### config.mk
export PLATFORM = sky130hd
export DESIGN_NAME = seg_scan_mux
export DESIGN_NICKNAME = d
export VERILOG_FILES = /design/src/rtl/seg_scan_mux.sv
export SDC_FILE = /design/constraint.sdc
export NUM_CORES = 1
export LEC_CHECK = 0
export CAP_MARGIN = 40
export CORE_MARGIN = 4
export CORE_UTILIZATION = 38
export DETAILED_ROUTE_END_ITERATION = 16
export RECOVER_POWER = 100
export SYNTH_ARGS = -nofsm -noshare
export SYNTH_HDL_FRONTEND = slang
export SYNTH_SLANG_ARGS = --single-unit
### constraint.sdc
create_clock -name clk -period 2.8 [get_ports clk]
set_input_delay 0.42 -clock clk [delete_from_list [all_inputs] [get_ports clk]]
set_output_delay 0.42 -clock clk [all_outputs]
set_load 0.02 [all_outputs]
### src/rtl/seg_scan_mux.sv
// Time-multiplexed driver for an N-digit common-anode seven-segment bank.
// Inputs are shadowed once per frame; outputs are registered so anode and segments switch together.
module seg_scan_mux #(
    parameter int unsigned NUM_DIGITS   = 8,
    parameter int unsigned DIV_WIDTH    = 11,
    parameter int unsigned BRIGHT_WIDTH = 4
) (
    input  logic                      clk,
    input  logic                      rst,
    input  logic [4*NUM_DIGITS-1:0]   digits,
    input  logic [NUM_DIGITS-1:0]     dp,
    input  logic [NUM_DIGITS-1:0]     blank,
    input  logic                      lz_en,
    input  logic [BRIGHT_WIDTH-1:0]   brightness,
    output logic [6:0]                seg,
    output logic                      dp_n,
    output logic [NUM_DIGITS-1:0]     an,
    output logic                      frame_tick
);

    localparam int unsigned IdxWidth = (NUM_DIGITS > 1) ? $clog2(NUM_DIGITS) : 1;
    localparam logic [IdxWidth-1:0] IdxLast = IdxWidth'(NUM_DIGITS - 1);

    logic [DIV_WIDTH-1:0]    presc_q;
    logic [IdxWidth-1:0]     idx_q, idx_d;
    logic [4*NUM_DIGITS-1:0] dig_q;
    logic [NUM_DIGITS-1:0]   dp_q;
    logic [NUM_DIGITS-1:0]   blank_q;
    logic                    lz_q;
    logic [BRIGHT_WIDTH-1:0] bright_q;

    logic                    slot_end;
    logic                    wrap;
    logic [BRIGHT_WIDTH-1:0] pwm_phase;
    logic                    pwm_on;
    logic [NUM_DIGITS-1:0]   supp;
    logic                    lead_zero;
    logic [3:0]              cur_nib;
    logic                    cur_dp;
    logic                    cur_blank;
    logic                    cur_supp;
    logic [6:0]              seg_d;
    logic                    dp_n_d;
    logic [NUM_DIGITS-1:0]   an_d;

    function automatic logic [6:0] decode(input logic [3:0] nib);
        logic [6:0] pat;
        unique case (nib)
            4'h0: pat = 7'h3F;
            4'h1: pat = 7'h06;
            4'h2: pat = 7'h5B;
            4'h3: pat = 7'h4F;
            4'h4: pat = 7'h66;
            4'h5: pat = 7'h6D;
            4'h6: pat = 7'h7D;
            4'h7: pat = 7'h07;
            4'h8: pat = 7'h7F;
            4'h9: pat = 7'h6F;
            4'hA: pat = 7'h77;
            4'hB: pat = 7'h7C;
            4'hC: pat = 7'h39;
            4'hD: pat = 7'h5E;
            4'hE: pat = 7'h79;
            default: pat = 7'h71;
        endcase
        return pat;
    endfunction

    always_comb begin
        slot_end = &presc_q;
        wrap     = slot_end && (idx_q == IdxLast);
        idx_d    = idx_q;
        if (slot_end) begin
            idx_d = wrap ? '0 : idx_q + IdxWidth'(1);
        end
    end

    // Digit i is a leading zero when it and every digit above it are zero.
    always_comb begin
        supp      = '0;
        lead_zero = 1'b1;
        for (int i = NUM_DIGITS - 1; i > 0; i--) begin
            lead_zero = lead_zero & (dig_q[4*i +: 4] == 4'h0);
            supp[i]   = lz_q & lead_zero;
        end
    end

    always_comb begin
        cur_nib   = 4'h0;
        cur_dp    = 1'b0;
        cur_blank = 1'b0;
        cur_supp  = 1'b0;
        pwm_phase = presc_q[DIV_WIDTH-1 -: BRIGHT_WIDTH];
        pwm_on    = (pwm_phase <= bright_q);
        an_d      = '1;
        for (int i = 0; i < NUM_DIGITS; i++) begin
            if (idx_q == IdxWidth'(i)) begin
                cur_nib   = dig_q[4*i +: 4];
                cur_dp    = dp_q[i];
                cur_blank = blank_q[i];
                cur_supp  = supp[i];
                an_d[i]   = ~pwm_on;
            end
        end
        seg_d  = (cur_blank || cur_supp) ? 7'h7F : ~decode(cur_nib);
        dp_n_d = cur_blank ? 1'b1 : ~cur_dp;
    end

    always_ff @(posedge clk) begin
        if (rst) begin
            presc_q    <= '0;
            idx_q      <= '0;
            dig_q      <= '0;
            dp_q       <= '0;
            blank_q    <= '0;
            lz_q       <= 1'b0;
            bright_q   <= '0;
            seg        <= 7'h7F;
            dp_n       <= 1'b1;
            an         <= '1;
            frame_tick <= 1'b0;
        end else begin
            presc_q    <= presc_q + DIV_WIDTH'(1);
            idx_q      <= idx_d;
            frame_tick <= wrap;
            if (wrap) begin
                dig_q    <= digits;
                dp_q     <= dp;
                blank_q  <= blank;
                lz_q     <= lz_en;
                bright_q <= brightness;
            end
            seg  <= seg_d;
            dp_n <= dp_n_d;
            an   <= an_d;
        end
    end

endmodule

==> out/metrics.yaml, run 1 <==
clock_network:
  htreeDepth: 3
  cts-buffers-inserted: 9
  cts_tree: "done"
  clk_latency_ps: 350
  hold_buffers: 0
  clockBufferDepth: 2
  clk_pin_slew_ps: 80
  cts.sinks: 84
  cts_root_buffer: "clkbuf_8"
finish:
  fill_cells: 924
  drive_above_1_share_pct: 9.451
  fin_util_pct: 49.42
  synthToLayoutAreaGrowth_pct: 26.79
  diodes: 0
  final_nets: 523
global_route:
  grt_max_degree: 56
  overflow: 0
  grt_pass1_vias: 3020
  grt_first_pass_wirelength_um: 15080
  track_usage_pct: 16.33
  grt_antenna_before_repair: 0
floorplan:
  fp.coreArea_mm2: 0.009729
  die_y_um: 107.9
  die_area_mm2: 0.01164
  ioPinCount: 72
  start_util_pct: 38.98
  die_w_um: 107.9
  num_rows: 36
power:
  intPower_uw: 1718
  pwr-share-seq_pct: 55.4
  p_total_uw: 2180
  switching_share_pct: 21.19
  powerDensity_mw_per_mm2: 453.3
  clock_power_share_pct: 38.6
  peakVddDrop_mv: 0.2115
  p_sw_uw: 461.8
  leakagePower_uw: 0.001776
  comb_power_share_pct: 6.0
synthesis:
  yosysSeqAreaShare_pct: 44.34
  synthCells: 377
  yosys_warnings: 0
  synth_nets: 449
  synthArstFlopShare_pct: 0
  synth_area_mm2: 0.003792
  syn_avg_cell_area_um2: 10.06
  ys_seq_elements: 84
  ys.flop_type: "dfxtp_1"
  synth_cell_types: 65
  synth_edf_count: 0
placement:
  gp_congestion: 0.9019
  dp_hpwl_um: 6765
  port_buffers: 71
  pre_cts_slack_ps: 208.6
critical_path:
  worstPathRequired_ps: 3020
  path_max_fanout: 21
  crit_arrival_ps: 2860
  endpoint: "seg[0]$_SDFF_PP1_"
  startpoint_type: "flip-flop"
  critical_path.startpoint: "idx_q[2]$_SDFFE_PP0P_"
  r2r_slack_ps: 170
  regToRegEndpoint: "seg[0]$_SDFF_PP1_"
  rr_worst_depth: 9
  r2r-start: "idx_q[2]$_SDFFE_PP0P_"
  end_kind: "flip-flop"
  path_class: "reg -> reg"
run:
  drv_cap: 0
sta:
  final-hold-violation-count: 0
  worst_slack_ps: 167.9
  max_freq_ghz: 0.3799
  worst_slew_pin_slew_ps: 852.7
  fin_crit_ps: 2632
  period_share_pct: 94.00
  max_slew_margin_pct: 43.16
  fin_setup_tns_ps: 0
  finalSetupViolCount: 0
  rsz0062_at_grt: "no"
  clock_skew_ps: 8.846
  slew_viol_final: 0
detailed_routing:
  drt-vias-per-instance: 5.257
  vias: 3091
  drc: 0
  wirelength_um: 9158
  first_pass_iters: 5
  drt_iter0_drc: 241
  wl_per_cell_um: 15.57
  ant_nets: 0
status:
  status: "complete, no violations"
hold_path:
  hold_class: "reg -> reg"
synth_stat cells, types with 3 or more instances:
cell type | n | area share [%]
a211oi_1 | 5 | 0.99
a21oi_1 | 17 | 2.2
a221oi_1 | 3 | 0.69
a22o_1 | 54 | 12
and2_1 | 3 | 0.49
buf_2 | 9 | 1.2
buf_4 | 4 | 0.79
buf_6 | 10 | 3.0
clkbuf_1 | 4 | 0.40
dfxtp_1 | 84 | 44
ha_1 | 17 | 5.6
inv_1 | 15 | 1.5
mux2i_1 | 6 | 1.6
nand2_1 | 23 | 2.3
nand2b_1 | 3 | 0.49
nand3_1 | 13 | 1.7
nand3b_1 | 4 | 0.79
nor2_1 | 21 | 2.1
nor2b_1 | 5 | 0.82
nor4_1 | 3 | 0.49
o211ai_1 | 4 | 0.79
o21ai_0 | 9 | 1.2
o221ai_1 | 4 | 0.92
or3_1 | 4 | 0.66
or4_1 | 3 | 0.59
xnor2_1 | 4 | 0.92
xor2_1 | 3 | 0.69
power by group through the flow:
stage | Combinational, µW | Clock [µW] | Sequential (µW)
final | 130 | 842 | 1210
after CTS | 136 | 865 | 1210
after global routing | 140 | 910 | 1210
after floorplan | 27.8 | 0 | 1240
after detailed placement | 136 | 0 | 1240
after global placement | 135 | 0 | 1240
worst max-delay path, stage by stage (launching register included):
cell and delay, ps:
dfxtp_1 340, buf_4 250, ha_1 580, nand2b_1 200, a22oi_1 90, a211oi_1 290
clkbuf_2 330, nand2_1 150, o2bb2ai_1 160, o21ai_0 100
how the worst min path moves through the flow:
stage	start	end	slack (ps)	depth (start not counted)
global placement	presc_q[0]$_SDFF_PP0_	presc_q[0]$_SDFF_PP0_	430	1
CTS	presc_q[0]$_SDFF_PP0_	presc_q[0]$_SDFF_PP0_	470	1
global route	presc_q[0]$_SDFF_PP0_	presc_q[0]$_SDFF_PP0_	500	1
floorplan	presc_q[0]$_SDFF_PP0_	presc_q[0]$_SDFF_PP0_	420	1
finish	presc_q[0]$_SDFF_PP0_	presc_q[0]$_SDFF_PP0_	460	1
detailed placement	presc_q[0]$_SDFF_PP0_	presc_q[0]$_SDFF_PP0_	460	1
sequential cells by signal, indices dropped and copies added, names as in the netlist:
register and flops:
idx_q 3, seg 7, dp_q 8, frame_tick 1
lz_q 1, dp_n 1, bright_q 4, an 8
presc_q 11, blank_q 8, dig_q 32
cell usage in the layout (no fill, tap or decap), drive strengths merged, types with 5 or more instances in the layout:
master | Yosys | layout
a211oi | 5 | 5
a21oi | 19 | 19
a22o | 54 | 54
buf | 23 | 15
clkbuf | 4 | 17
clkdlybuf4s50 | 0 | 53
dfxtp | 84 | 84
dlygate4sd3 | 0 | 18
ha | 17 | 17
inv | 16 | 16
mux2i | 6 | 6
nand2 | 24 | 24
nand3 | 13 | 13
nor2 | 22 | 22
nor2b | 5 | 5
o211ai | 5 | 5
o21ai | 11 | 11
stage by stage:
step	hold slack, ps	area [µm²]	instances
4_1_cts	467.0	4826	588
3_3_place_gp	428.6	4642	573
3_5_place_dp	457.2	4642	573
5_1_grt	497.5	4808	588
2_1_floorplan	417.5	3792	377
6_report	458.8	4808	588
cells by family (layout without fill, tap and decap cells):
kind of cell | Yosys count | count (layout) | share of synthesized area, %
compound gates | 123 | 123 | 26.16
simple gates | 96 | 96 | 13.66
flops | 84 | 84 | 44.34
buf+inv | 44 | 122 | 7.027
fa+ha+maj | 17 | 17 | 5.609
xor+xnor | 7 | 7 | 1.617
mux | 6 | 6 | 1.584
metal layers:
metal	up-vias	GRT usage (%)	wire, µm
met1	1457	22.01	4374
met2	83	25.75	4182
met5	-	0	0
li1	1543	-	-
met3	8	3.899	493
met4	0	5.320	107
layout make-up:
cell class	instances	area, µm²	share of cell area (%)
Inverter	17	63.81	1.327
Tap cell	133	166.4	3.461
Clock buffer	13	148.9	3.097
Multi-Input combinational cell	249	1849	38.46
Clock inverter	2	35.03	0.7286
Timing Repair Buffer	90	863.3	17.95
Sequential cell	84	1682	34.97
what timing repair did:
item                                    in CTS  in global routing
endpoints found under the setup margin       0                  1
setup buffers                                0                  0
resized for setup                            0                  1
Power figures use the tool's default switching activity.
==> inputs of run 2 (changes only) <==
- CTS_BUF_LIST: unset -> sky130_fd_sc_hd__clkbuf_4 sky130_fd_sc_hd__clkbuf_8 sky130_fd_sc_hd__clkbuf_16
- CTS_CLUSTER_SIZE: unset -> 16
==> out/metrics.yaml, run 2 (synthesis results as in run 1) <==
global_route:
  grt_pass1_vias: 3020
  track_usage_pct: 16.30
  grt_max_degree: 56
  grt_first_pass_wirelength_um: 15050
  grt_antenna_before_repair: 0
  overflow: 0
placement:
  dp_hpwl_um: 6765
  pre_cts_slack_ps: 208.6
  port_buffers: 71
  gp_congestion: 0.9019
sta:
  hold_slack_ps: 458.5
  fin_crit_ps: 2609
  finalSetupViolCount: 0
  worst_slew_pin_slew_ps: 813.1
  slew_viol_final: 0
  max_freq_ghz: 0.3832
  worst_slack_ps: 190.7
  clock_skew_ps: 9.166
  max_slew_margin_pct: 45.79
  rsz0062_at_grt: "no"
  period_share_pct: 93.19
  final-hold-violation-count: 0
  fin_setup_tns_ps: 0
detailed_routing:
  wirelength_um: 9085
  wl_per_cell_um: 15.45
  first_pass_iters: 5
  vias: 3056
  drt-vias-per-instance: 5.197
  drt_iter0_drc: 225
  ant_nets: 0
  drc: 0
power:
  powerDensity_mw_per_mm2: 457.6
  peakVddDrop_mv: 0.2088
  leakagePower_uw: 0.001786
  p_total_uw: 2206
floorplan:
  fp.coreArea_mm2: 0.009729
  die_w_um: 107.9
  die_area_mm2: 0.01164
  num_rows: 36
  start_util_pct: 38.98
  die_y_um: 107.9
  ioPinCount: 72
hold_path:
  worstHoldStart: "presc_q[0]$_SDFF_PP0_"
  min_to: "presc_q[0]$_SDFF_PP0_"
  hold_depth: 1
  hold_class: "reg -> reg"
run:
  drv_cap: 0
finish:
  top_regs: "dig_q x32, presc_q x11"
  drive_above_1_share_pct: 10.11
  mostFrequentLayoutCell: "dfxtp_1"
  final_nets: 523
  fill_cells: 924
  most-common-layout-cells: "84 x dfxtp_1, 54 x a22o_1, 53 x clkdlybuf4s50_1"
  fin_util_pct: 49.54
  regMostFlops: "dig_q"
  diodes: 0
  synthToLayoutAreaGrowth_pct: 27.09
  largest_reg_flops: 32
  multiInputGateArea_mm2: 0.001849
  final-seq-area_mm2: 0.001682
critical_path:
  cp_slowest_cell: "ha_1"
  crit_chain: "buf_4 > ha_1 > nand2b_1 > a22oi_1 > a211oi_1 > clkbuf_2 > nand2_1 > o2bb2ai_1 > o21ai_0"
  crit_arrival_ps: 2830
  end_kind: "flip-flop"
  max_stage_delay_ps: 580
  r2r_slack_ps: 190
  r2r-start: "idx_q[2]$_SDFFE_PP0P_"
  startpoint_type: "flip-flop"
  regToRegEndpoint: "seg[0]$_SDFF_PP1_"
  rr_worst_depth: 9
  path_max_fanout: 21
  worstPathRequired_ps: 3020
  path_class: "reg -> reg"
clock_network:
  clockBufferDepth: 2
  cts.sinks: 84
  cts_root_buffer: "clkbuf_8"
  htreeDepth: 3
  hold_buffers: 0
  cts_setup_buffers: 0
  cts-buffers-inserted: 9
  clk_pin_slew_ps: 80
  clk_latency_ps: 350
  cts_tree: "done"
status:
  status: "complete, no violations"
-- run 2: cell count changes in the layout (fill, tap and decap cells not counted) --
cell	change
clkbuf_1	-3
clkbuf_4	+3
-- run 2: layer usage --
| metal | part of all wire, % | wire length, µm | GRT usage [%] |
|---|---|---|---|
| met4 | 1.8 | 161 | 5.320 |
| met3 | 6.1 | 556 | 3.899 |
| met5 | 0 | 0 | 0 |
| met2 | 45 | 4084 | 25.67 |
| met1 | 47 | 4282 | 22.01 |
-- run 2: stage by stage --
step / instances / instance area, µm²
floorplan: 377 / 3792
global placement: 573 / 4642
detailed placement: 573 / 4642
CTS: 588 / 4837
global route: 588 / 4820
finish: 588 / 4820
-- run 2: how the worst max path moves through the flow --
| stage | startpoint | endpoint | cells after the start |
|---|---|---|---|
| finish | idx_q[2]$_SDFFE_PP0P_ | seg[0]$_SDFF_PP1_ | 9 |
| global placement | idx_q[1]$_SDFFE_PP0P_ | seg[2]$_SDFF_PP1_ | 10 |
| floorplan | idx_q[2]$_SDFFE_PP0P_ | seg[3]$_SDFF_PP1_ | 13 |
| global route | idx_q[2]$_SDFFE_PP0P_ | seg[0]$_SDFF_PP1_ | 9 |
| detailed placement | idx_q[1]$_SDFFE_PP0P_ | seg[2]$_SDFF_PP1_ | 10 |
| CTS | idx_q[1]$_SDFFE_PP0P_ | seg[2]$_SDFF_PP1_ | 10 |
-- run 2: timing repair --
item / CTS / global route
hold endpoints to repair: 0 / 0
endpoints found under the setup margin: 0 / 1
resized for setup: 0 / 1
-- run 2: cell type report --
| class | instances | share of cell area, % |
|---|---|---|
| Timing Repair Buffer | 90 | 17.91 |
| Multi-Input combinational cell | 249 | 38.37 |
| Clock inverter | 2 | 0.7269 |
| Inverter | 17 | 1.324 |
| Sequential cell | 84 | 34.89 |
| Clock buffer | 13 | 3.323 |
| Tap cell | 133 | 3.453 |
-- run 2: worst max-delay path: cells and delay by family, from the launching register on --
kind | cells | cell delay, ps
compound gates | 4 | 630
fa+ha+maj | 1 | 580
buf+inv | 2 | 570
simple gates | 2 | 360
flops | 1 | 340
-- run 2: power by group --
part,total (µW),switching [µW],internal [µW]
Sequential,1210,4.45,1200
Clock,868,407,461
Combinational,130,47.1,83.1
Total,2210,459,1750
==> inputs of run 3 (changes only) <==
- clock period: 2.8 -> 3.25 ns (I/O delays scaled with it)
==> out/metrics.yaml, run 3 (synthesis results as in run 1) <==
status:
  status: "complete, no violations"
sta:
  max_slew_margin_pct: 17.12
  final-hold-violation-count: 0
  max_freq_ghz: 0.3342
  rsz0062_at_grt: "no"
  period_share_pct: 92.07
  clock_skew_ps: 8.529
  worst_slew_pin_slew_ps: 1240
  hold_slack_ps: 450.8
  fin_crit_ps: 2992
  fin_setup_tns_ps: 0
  slew_viol_final: 0
  finalSetupViolCount: 0
placement:
  port_buffers: 71
  dp_hpwl_um: 6467
  dp.cells: 564
  gp_congestion: 0.8517
hold_path:
  worstHoldStart: "presc_q[0]$_SDFF_PP0_"
  min_to: "presc_q[0]$_SDFF_PP0_"
  hold_depth: 1
  hold_class: "reg -> reg"
critical_path:
  max_stage_delay_ps: 480
  crit_chain: "ha_1 > ha_1 > nand2_1 > a221oi_1 > o22ai_1 > o31ai_2 > inv_1 > ha_1 > or3_1 > o211ai_1"
  cpMostUsedCell: "ha_1"
  regToRegEndpoint: "seg[2]$_SDFF_PP1_"
  cp_slowest_cell: "ha_1"
  r2r-start: "idx_q[1]$_SDFFE_PP0P_"
  startpoint_type: "flip-flop"
  end_kind: "flip-flop"
  rr_worst_depth: 10
  path_max_fanout: 15
  crit_arrival_ps: 3280
  worstPathRequired_ps: 3540
  r2r_slack_ps: 260
  path_class: "reg -> reg"
finish:
  most-common-layout-cells: "84 x dfxtp_1, 54 x a22o_1, 53 x clkdlybuf4s50_1"
  stdcell_count: 580
  top_regs: "dig_q x32, presc_q x11"
  largest_reg_flops: 32
  mostFrequentLayoutCell: "dfxtp_1"
  final_nets: 514
  regMostFlops: "dig_q"
  diodes: 0
  drive_above_1_share_pct: 7.830
  synthToLayoutAreaGrowth_pct: 25.60
floorplan:
  start_util_pct: 38.98
  fp.coreArea_mm2: 0.009729
  die_y_um: 107.9
  num_rows: 36
  die_w_um: 107.9
  die_area_mm2: 0.01164
  ioPinCount: 72
detailed_routing:
  ant_nets: 0
  drt_iter0_drc: 148
  drc: 0
  first_pass_iters: 4
  drt-vias-per-instance: 5.219
  wl_per_cell_um: 15.44
  wirelength_um: 8953
  vias: 3027
global_route:
  overflow: 0
  use_met1_pct: 21.77
  top_usage_layer: "met2"
  grt_first_pass_wirelength_um: 14510
  track_usage_pct: 15.79
  grt_pass1_vias: 2910
  grt_antenna_before_repair: 0
  use_met3_pct: 4.619
  met2_usage_pct: 24.11
  grt_max_degree: 55
clock_network:
  cts_root_buffer: "clkbuf_8"
  clockBufferDepth: 2
  cts_setup_buffers: 0
  cts-buffers-inserted: 9
  clk_latency_ps: 350
  hold_buffers: 0
  cts_resized: 0
  cts.sinks: 84
  htreeDepth: 3
  cts_tree: "done"
  clk_pin_slew_ps: 80
power:
  leakagePower_uw: 0.001727
  powerDensity_mw_per_mm2: 430.4
  peakVddDrop_mv: 0.2151
  p_total_uw: 2050
run:
  drv_cap: 0
[run 3: cell types whose count changed in the layout (fill, tap and decap cells not counted), sizes merged]
cell / previous run / this run
clkinv: 2 / 3
bufinv: 1 / 3
clkbuf: 17 / 14
buf: 15 / 6
clkinvlp: 0 / 1
[run 3: where the power goes]
group	switching, µW	leakage, µW	internal, µW
registers	3.84	0.000680	1040
clock network	370	0.000122	531
logic	40.1	0.000925	69.2
total	414	0.00173	1640
[run 3: per-layer routing]
layer | routed length (µm) | up-vias
met4 | 72 | 0
met2 | 4069 | 82
met5 | 0 | -
met3 | 541 | 7
met1 | 4270 | 1415
li1 | - | 1523
[run 3: worst max-delay path: cells and delay by family, from the launching register on]
kind | cells | cell delay [ps]
fa+ha+maj | 3 | 960
compound gates | 4 | 920
simple gates | 2 | 490
flops | 1 | 390
buf+inv | 1 | 160
[run 3: worst max path at each step]
stage	slack [ps]	start	cells past startpoint	to
5_1_grt	40	idx_q[2]$_SDFFE_PP0P_	6	dig_q[12]$_SDFFE_PP0P_
4_1_cts	260	idx_q[1]$_SDFFE_PP0P_	10	seg[2]$_SDFF_PP1_
3_5_place_dp	280	idx_q[1]$_SDFFE_PP0P_	10	seg[2]$_SDFF_PP1_
6_report	260	idx_q[1]$_SDFFE_PP0P_	10	seg[2]$_SDFF_PP1_
3_3_place_gp	390	idx_q[1]$_SDFFE_PP0P_	10	seg[2]$_SDFF_PP1_
2_1_floorplan	580	idx_q[2]$_SDFFE_PP0P_	13	seg[3]$_SDFF_PP1_
[run 3: area by class of cell]
cell class	count	area (µm²)
Sequential cell	84	1682
Timing Repair Buffer	81	774.5
Inverter	17	63.81
Tap cell	133	166.4
Fill cell	956	4966
Multi-Input combinational cell	249	1828
Clock buffer	10	137.6
Clock inverter	6	111.4
[run 3: per-stage QoR]
stage / util [%] / area [µm²] / setup WS [ps]
2_1_floorplan: - / 3792 / 575.7
3_3_place_gp: 46.89 / 4562 / 390.4
5_1_grt: 48.96 / 4763 / 38.94
6_report: 48.96 / 4763 / 257.8
4_1_cts: 49.45 / 4811 / 256.1
3_5_place_dp: 46.89 / 4562 / 283.3
